===== config.mk =====
export PLATFORM = sky130hd
export DESIGN_NAME = adc_spi_responder
export DESIGN_NICKNAME = d
export VERILOG_FILES = /design/src/rtl/adc_spi_responder.sv
export SDC_FILE = /design/constraint.sdc
export NUM_CORES = 1
export LEC_CHECK = 0
export CORE_ASPECT_RATIO = 0.8
export CORE_MARGIN = 3
export CORE_UTILIZATION = 48
export DETAILED_ROUTE_END_ITERATION = 10
export GPL_TIMING_DRIVEN = 0
export PLACE_DENSITY = 0.68
export SLEW_MARGIN = 20
export SYNTH_ARGS = -nofsm -noshare
export SYNTH_HDL_FRONTEND = slang
export SYNTH_SLANG_ARGS = --single-unit

===== constraint.sdc =====
create_clock -name iCLK -period 2.6 [get_ports iCLK]
set_input_delay 0.52 -clock iCLK [delete_from_list [all_inputs] [get_ports iCLK]]
set_output_delay 0.52 -clock iCLK [all_outputs]
set_load 0.1 [all_outputs]

===== src/rtl/adc_spi_responder.sv =====
// -----------------------------------------------------------------------------
// adc_spi_responder
//
// Serial-side model of the DE0-Nano 8-channel 12-bit SPI ADC. It plays the
// responder role towards the board's ADC controller. CS_n, SCLK and DIN are
// oversampled on iCLK. A 3-bit channel address is captured from DIN on rising
// SCLK counts 3..5. A 12-bit sample from a writable 8-entry bank is shifted out
// on DOUT in a 16-SCLK frame: four zeros, then D11..D0.
//
// Ports
//   iRST         async active-low reset
//   iCLK         system clock (>= 8x SCLK)
//   iCS_n        SPI chip select, active-low (asynchronous)
//   iSCLK        SPI clock, idles high (asynchronous)
//   iDIN         SPI data from controller, taken on rising SCLK
//   oDOUT        SPI data to controller, updated after falling SCLK
//   oDOUT_OE     high while the responder owns the DOUT pad
//   iWR          sample-bank write strobe (one iCLK cycle)
//   iWR_CH       bank entry to write
//   iWR_DATA     sample value to write
//   oFRAME_DONE  one-cycle pulse on the 16th rising SCLK of a frame
//   oFRAME_CH    channel carried by the last completed frame
//   oNEXT_CH     channel the next frame will carry
//   oFRAMES      completed-frame counter (wraps)
// -----------------------------------------------------------------------------
module adc_spi_responder (
   input  logic        iRST,
   input  logic        iCLK,
   input  logic        iCS_n,
   input  logic        iSCLK,
   input  logic        iDIN,
   output logic        oDOUT,
   output logic        oDOUT_OE,
   input  logic        iWR,
   input  logic [2:0]  iWR_CH,
   input  logic [11:0] iWR_DATA,
   output logic        oFRAME_DONE,
   output logic [2:0]  oFRAME_CH,
   output logic [2:0]  oNEXT_CH,
   output logic [15:0] oFRAMES
);

   typedef enum logic {
      ST_IDLE   = 1'b0,
      ST_ACTIVE = 1'b1
   } state_t;

   // Synchronizers: bit 0 = first flop, bit 1 = synchronized value,
   // bit 2 = previous synchronized value (edge detection).
   logic [2:0]  cs_sync_q;
   logic [2:0]  sclk_sync_q;
   logic [1:0]  din_sync_q;

   logic [11:0] bank_q [8];

   state_t      state_q;
   logic [15:0] shift_q;
   logic [4:0]  cnt_q;
   logic [2:1]  addr_q;
   logic [2:0]  cur_ch_q;
   logic [2:0]  next_ch_q;
   logic [2:0]  frame_ch_q;
   logic [15:0] frames_q;
   logic        frame_done_q;
   logic        dout_q;

   logic        cs_fall;
   logic        cs_rise;
   logic        sclk_rise;
   logic        sclk_fall;
   logic        din_s;
   logic [4:0]  cnt_d;
   logic [15:0] snap_d;

   // CS synchronizer resets to "low" so that a CS already held low when reset
   // is released is not mistaken for a fresh CS fall; the block then stays
   // idle until a genuine falling edge is seen. A spurious "rise" out of
   // reset is harmless because it only re-asserts the idle state.
   always_ff @(posedge iCLK or negedge iRST) begin
      if (!iRST) begin
         cs_sync_q   <= 3'b000;
         sclk_sync_q <= 3'b111;
         din_sync_q  <= 2'b00;
      end else begin
         cs_sync_q   <= {cs_sync_q[1:0], iCS_n};
         sclk_sync_q <= {sclk_sync_q[1:0], iSCLK};
         din_sync_q  <= {din_sync_q[0], iDIN};
      end
   end

   assign cs_fall   =  cs_sync_q[2]   & ~cs_sync_q[1];
   assign cs_rise   = ~cs_sync_q[2]   &  cs_sync_q[1];
   assign sclk_rise = ~sclk_sync_q[2] &  sclk_sync_q[1];
   assign sclk_fall =  sclk_sync_q[2] & ~sclk_sync_q[1];
   assign din_s     =  din_sync_q[1];

   // Sample bank. A write in the same cycle as a frame-start snapshot lands
   // after the snapshot has read the old value (both are registered).
   generate
      for (genvar gi = 0; gi < 8; gi++) begin : g_bank
         always_ff @(posedge iCLK or negedge iRST) begin
            if (!iRST) begin
               bank_q[gi] <= 12'h000;
            end else if (iWR && (iWR_CH == 3'(gi))) begin
               bank_q[gi] <= iWR_DATA;
            end
         end
      end
   endgenerate

   assign cnt_d  = cnt_q + 5'd1;
   assign snap_d = {4'b0000, bank_q[next_ch_q]};

   always_ff @(posedge iCLK or negedge iRST) begin
      if (!iRST) begin
         state_q      <= ST_IDLE;
         shift_q      <= 16'h0000;
         cnt_q        <= 5'd0;
         addr_q       <= 2'b00;
         cur_ch_q     <= 3'd0;
         next_ch_q    <= 3'd0;
         frame_ch_q   <= 3'd0;
         frames_q     <= 16'h0000;
         frame_done_q <= 1'b0;
         dout_q       <= 1'b0;
      end else begin
         frame_done_q <= 1'b0;
         case (state_q)
            ST_IDLE: begin
               if (cs_fall) begin
                  state_q  <= ST_ACTIVE;
                  cur_ch_q <= next_ch_q;
                  shift_q  <= snap_d;
                  cnt_q    <= 5'd0;
                  dout_q   <= 1'b0;
               end
            end
            ST_ACTIVE: begin
               if (cs_rise) begin
                  // Abort or normal end: partial address bits are simply
                  // never used because the next frame re-captures all three.
                  state_q <= ST_IDLE;
                  cnt_q   <= 5'd0;
                  dout_q  <= 1'b0;
               end else if (sclk_rise) begin
                  if (cnt_d == 5'd16) begin
                     // Frame complete; with CS still low the next frame
                     // starts immediately (back-to-back).
                     frame_done_q <= 1'b1;
                     frame_ch_q   <= cur_ch_q;
                     frames_q     <= frames_q + 16'd1;
                     cur_ch_q     <= next_ch_q;
                     shift_q      <= snap_d;
                     cnt_q        <= 5'd0;
                     dout_q       <= 1'b0;
                  end else begin
                     cnt_q <= cnt_d;
                     if (cnt_d == 5'd3) addr_q[2] <= din_s;
                     if (cnt_d == 5'd4) addr_q[1] <= din_s;
                     if (cnt_d == 5'd5) next_ch_q <= {addr_q, din_s};
                  end
               end else if (sclk_fall && (cnt_q != 5'd0) && (cnt_q != 5'd16)) begin
                  shift_q <= {shift_q[14:0], 1'b0};
                  dout_q  <= shift_q[14];
               end
            end
            default: state_q <= ST_IDLE;
         endcase
      end
   end

   assign oDOUT       = dout_q;
   assign oDOUT_OE    = (state_q == ST_ACTIVE);
   assign oFRAME_DONE = frame_done_q;
   assign oFRAME_CH   = frame_ch_q;
   assign oNEXT_CH    = next_ch_q;
   assign oFRAMES     = frames_q;

endmodule

---- Word-level counts from Yosys, hierarchy flattened ----
Index checks and enable logic that the tools add are counted.
operators by class
  add/subtract/negate cells ............... 2
  order comparisons ....................... 1
  equality and inequality tests ........... 21
  muxes and demuxes ....................... 32
  bitwise logic cells ..................... 12
  reduce and logical (&&, ||, !) cells .... 20
operators by type and width
  operator               count
  $mux 15                5
  $bmux 12 s3            1
  $pmux 15 s2            1
  $mux 12                2
  $mux 5                 4
  $add 16x1->16 const B  1
  $reduce_and 5->1       3
  $eq 3x3->1 const B     4
  $mux 3                 4
  $reduce_and 4->1       3
  $mux 1                 11
  $eq 5x3->1 const B     2
  $logic_and 1x1->1      10
  $pmux 5 s2             1
  $not 1->1              7
  $eq 3x2->1 const B     2
  $ne 3x1->1 const B     2
  $pmux 3 s2             1
  $add 5x1->5 const B    1
  $eq 5x2->1 const B     1
  $eq 5x5->1 const B     1
  $ne 5x5->1 const B     1
  $reduce_bool 5->1      1
  $and 1x1->1            4
  12 further kinds       15
storage, ports and cells
  bits in registers ....................... 154
  input port bits ......................... 21
  output and inout bits ................... 25

---- Longest topological paths before layout ----
  depth after elaboration ................. 8
  gate-level depth with buffers ........... 8
  gate-level depth less buffers ........... 6

---- Worst setup path before layout ----
OpenSTA, ideal clock, no wires.
  path kind ............................... register to register
  start point ............................. register next_ch_q[2], in the netlist oNEXT_CH[2]
  end point ............................... register shift_q[10]
  arrival ................................. 2.418 ns
  required time ........................... 2.475 ns
  path slack .............................. 0.056 ns
  stages on the path, launching flop included .. 8
  buffers on the path ..................... 3
  period minus slack after synthesis ...... 2.544 ns
  cells stage by stage .................... dfrtp_1 > clkbuf_1 > clkbuf_1 > buf_2 > mux2i_1 > a31oi_1 > a22o_1 > mux2_4
on the way
  word-level cells in the longest chain between the ends .. 8
RTL lines
  item                                             RTL line  source
  start, declared                                  61        logic [2:0] next_ch_q;
  start signal, assigned                           160       if (cnt_d == 5'd5) next_ch_q <= {addr_q, din_s};
  $not 3->4 (not written as such) (*)              112       assign snap_d = {4'b0000, bank_q[next_ch_q]};
  $bmux 12 s3 (*)                                  112
  $mux 12 (not written as such) (*) (2 in series)  112
  $mux 15                                          146       if (cnt_d == 5'd16) begin
  $mux 15                                          145       end else if (sclk_rise) begin
  $mux 15                                          139       if (cs_rise) begin
  $pmux 15 s2 (*)                                  128       case (state_q)
  end signal, assigned                             133       shift_q <= snap_d;
  end signal, assigned                             153       shift_q <= snap_d;
  end signal, assigned                             163       shift_q <= {shift_q[14:0], 1'b0};
  end, declared                                    57        logic [15:0] shift_q;
Mark *: on every way between the ends. The rest lies on a longest branch, timed or not. The select of a mux whose other input is x is not followed.
A chain may end at the register's enable or synchronous reset.

---- Final worst setup path ----
  start point ............................. register frames_q[7], in the netlist oFRAMES[7]
  end point ............................... output oFRAMES[7]
RTL lines
  item                    RTL line  source
  start, declared         63        logic [15:0] frames_q;
  start signal, assigned  151       frames_q <= frames_q + 16'd1;
  end, declared           40        output logic [15:0] oFRAMES
No word-level cell between the ends.

==> summary.md <==
| Metric | Value |
|---|---|
| Leakage power | `~3.5 nW` |
| Number of CTS-inserted buffers | `17` |
| Antenna violations before repair | `0` |
| Seq/Total Area, Yosys | `roughly 55%` |
| Final Max Tran Viols | `0` |
| Post-synthesis average cell area | `around 13 µm²` |
| Total track usage | `a little over a fifth` |
| First-pass GRT wire length | `approximately 26,000 µm` |
| Critical-path top delay cell | `clkdlybuf4s50_1` |
| Wl on met1 | `7800 µm` |
| CTS H-tree depth | `4` |
| DR iter-0 viols | `370` |
| Core footprint | `between 0.01 and 0.015 mm²` |
| Reg2Reg Setup Slack | `about 130 ps` |
| Clk buf depth | `2` |
| Max Cap Viol | `0` |
| Kind of critical path | `flop to primary output` |
| RSZ-0062 raised after global routing | `false` |
| CTS clk-pin slew, worst paths | `around 60 ps` |
| Area grow syn2layout | `18.3%` |
| Yosys reg bits | `154` |
| Setup Viol. Count Final | `0` |
| Non-filler cells, final | `~800` |
| Chip Height | `between 100 and 150 µm` |
| Synth Flop Type | `dfrtp_1` |
| Clk_lat worst skew | `about 420 ps` |
| Final Hold Fails | `0` |
| Rel. slew slack | `~33%` |
| Max stage delay on crit path | `around 1200 ps` |
| ANT nets after route | `0` |
| WL met2 | `~7300 µm` |
| Post-Synthesis Cells | `~550` |
| Row count | `38` |
| GRT overflow | `0` |
| Clk_skew | `roughly 7.5 ps` |
| Most common cell after layout, fill and taps aside | `dfrtp_1` |
| Critical path arrival | `about 2000 ps` |
| Max Freq | `about 400 MHz` |
| CTS tree | `built` |
| DRC | `0` |
| Io pins | `46` |
| WL/cell | `20.0 µm` |
| DIE AREA | `between 0.015 and 0.02 mm²` |
| Number of flops mapped to enable cells by yosys | `0` |
| Worst Reg-to-Reg Cells | `7` |
| Dpl cells | `~770` |
| Reg2Reg Launch Point | `oNEXT_CH[2]` |
| Worst-Margin Slew | `approximately 1000 ps` |
| Fraction of layout cells with a size suffix above 1 | `roughly 27%` |
| Crit path buf inv count | `1` |
| Gpl congestion | `around 0.8` |
| Starting density of the core | `~51%` |
| Metal3 WL | `~750 µm` |
| Distinct cells, synth | `44` |
| Clock sinks | `around 150` |
| Worst R2R End | `shift_q[10]` |
| Final worst path period share | `97.3%` |
| CP endpoint kind | `primary output` |
| Crit-path leading delay family | `buffers and inverters` |
| Yosys warning count | `0` |
| Total Nets Final | `around 640` |
| Hold bufs inserted after CTS | `0` |
| Postcts setup bufs | `0` |
| IO Port Bufs | `45` |
| Detailed-route vias per instance | `approximately 5.8` |
| Die X | `141 µm` |
| CP required | `roughly 2100 ps` |
| Outcome | `finished, final reports clean` |
| Worst Setup Start Kind | `flop` |
| Pre-Repair DR Iteration Count | `5` |
| Hold crit path type | `input port to async pin` |
| CP max FO | `5` |
| Total wire length | `approximately 16,000 µm` |
| Pwr dens | `779 mW/mm²` |
| Number of global-route vias before repair | `just under 5,000` |
| Synthesized area | `0.00704 mm²` |
| Root Driver | `clkbuf_16` |
| Most frequent cells in the layout | `dfrtp_1, mux2_2, clkdlybuf4s50_1, a211oi_1` |
| Worst path cell trace | `clkdlybuf4s50_1` |
| Syn Nets | `between 500 and 600` |
| Largest net degree at the start of global routing | `89` |
| Ys async rst share | `100%` |
| N_diodes | `0` |
| Post-DP HPWL | `approximately 11,000 µm` |
| Vias | `4,661` |
| Worst hold margin | `approximately 50 ps` |
| Max rail drop VDD | `between 500 and 600 µV` |
| Crit path time final | `between 2000 and 3000 ps` |
| Top Layer Used | `met4` |
report_power, final:
| part | leakage [nW] | switching [mW] | internal [mW] |
|---|---|---|---|
| clock network | 0.277 | 0.902 | 1.52 |
| registers | 1.92 | 0.233 | 2.84 |
| logic | 1.31 | 0.419 | 0.572 |
worst max path at each step:
stage / from / endpoint / depth (start not counted)
after CTS: cnt_q[1] / shift_q[6] / 8
after floorplan: oNEXT_CH[2] / shift_q[10] / 7
after global placement: iRST / bank_q[10] / 1
after detailed placement: iWR_CH[1] / bank_q[74] / 5
after global routing: oFRAMES[7] / oFRAMES[7] / 1
final: oFRAMES[7] / oFRAMES[7] / 1
sequential cells by signal, summed over array words and instances (netlist names):
name	flops
bank_q	96
oNEXT_CH	3
oFRAMES	16
shift_q	15
oDOUT_OE	1
addr_q	2
sclk_sync_q	3
cur_ch_q	3
oDOUT	1
cs_sync_q	3
cnt_q	5
din_sync_q	2
oFRAME_DONE	1
oFRAME_CH	3
repair_timing:
item,CTS,global route
cloned,0,0
setup endpoints to repair,3,21
gates resized for setup,2,5
metal layers:
layer | GRT usage, % | up-vias
met5 | 0 | -
met4 | 5.69 | 0
met3 | 5.18 | 14
met2 | 31.5 | 110
met1 | 31.0 | 2417
li1 | - | 2120
through the flow:
| step | power (mW) | area (µm²) | util, % | TNS, ps | worst slack [ps] |
|---|---|---|---|---|---|
| floorplan | 3.78 | 7040 | - | 0 | 56.5 |
| global placement | 4.03 | 7720 | 55.4 | -771410 | -5010 |
| detailed placement | 4.10 | 7750 | 55.6 | -9320 | -395 |
| CTS | 6.54 | 8330 | 59.8 | 0 | 31.9 |
| global route | 6.79 | 8330 | 59.8 | 0 | 17.7 |
| finish | 6.49 | 8330 | 59.8 | 0 | 71.0 |
cells in the mapped netlist (all sizes together) (2+ instances only):
cell type    n  share of area (%)
a211oi      33                3.5
a21oi        4               0.34
a22o        12                1.5
a311oi       2               0.25
a31oi       12                1.1
and2         5               0.44
and3         6               0.53
buf         14                1.1
clkbuf      21                1.1
dfrtp      151                 54
dfstp        3                1.1
ha           4               0.71
inv         10               0.53
mux2       119                 19
mux2i       26                3.7
nand2       19                1.0
nand2b       5               0.44
nand3       11               0.78
nand4        6               0.53
nand4b       3               0.37
nor2        10               0.53
nor2b       26                2.3
nor3         3               0.28
nor3b        2               0.21
o21ai       10               0.71
or2          2               0.18
xnor2       14                1.7
xor2         3               0.37
logic make-up (layout without fill, tap and decap cells):
logic type      Yosys count  count (layout)  synth area share [%]
buf+inv                  45             121                  2.74
fa+ha+maj                 4               4                 0.711
flops                   154             154                  54.8
mux                     146             146                  23.4
xor+xnor                 17              17                  2.11
simple gates            101             101                  8.09
compound gates           80              80                  8.19
cell type report:
cell class / instances / area [µm²]
Buffer: 33 / 153
Multi-Input combinational cell: 348 / 3000
Fill cell: 1095 / 5600
Clock inverter: 2 / 60.1
Clock buffer: 30 / 514
Inverter: 10 / 37.5
Tap cell: 180 / 225
Sequential cell: 154 / 3860
Timing Repair Buffer: 46 / 483
Note: power is estimated with default switching activity, not from simulation.
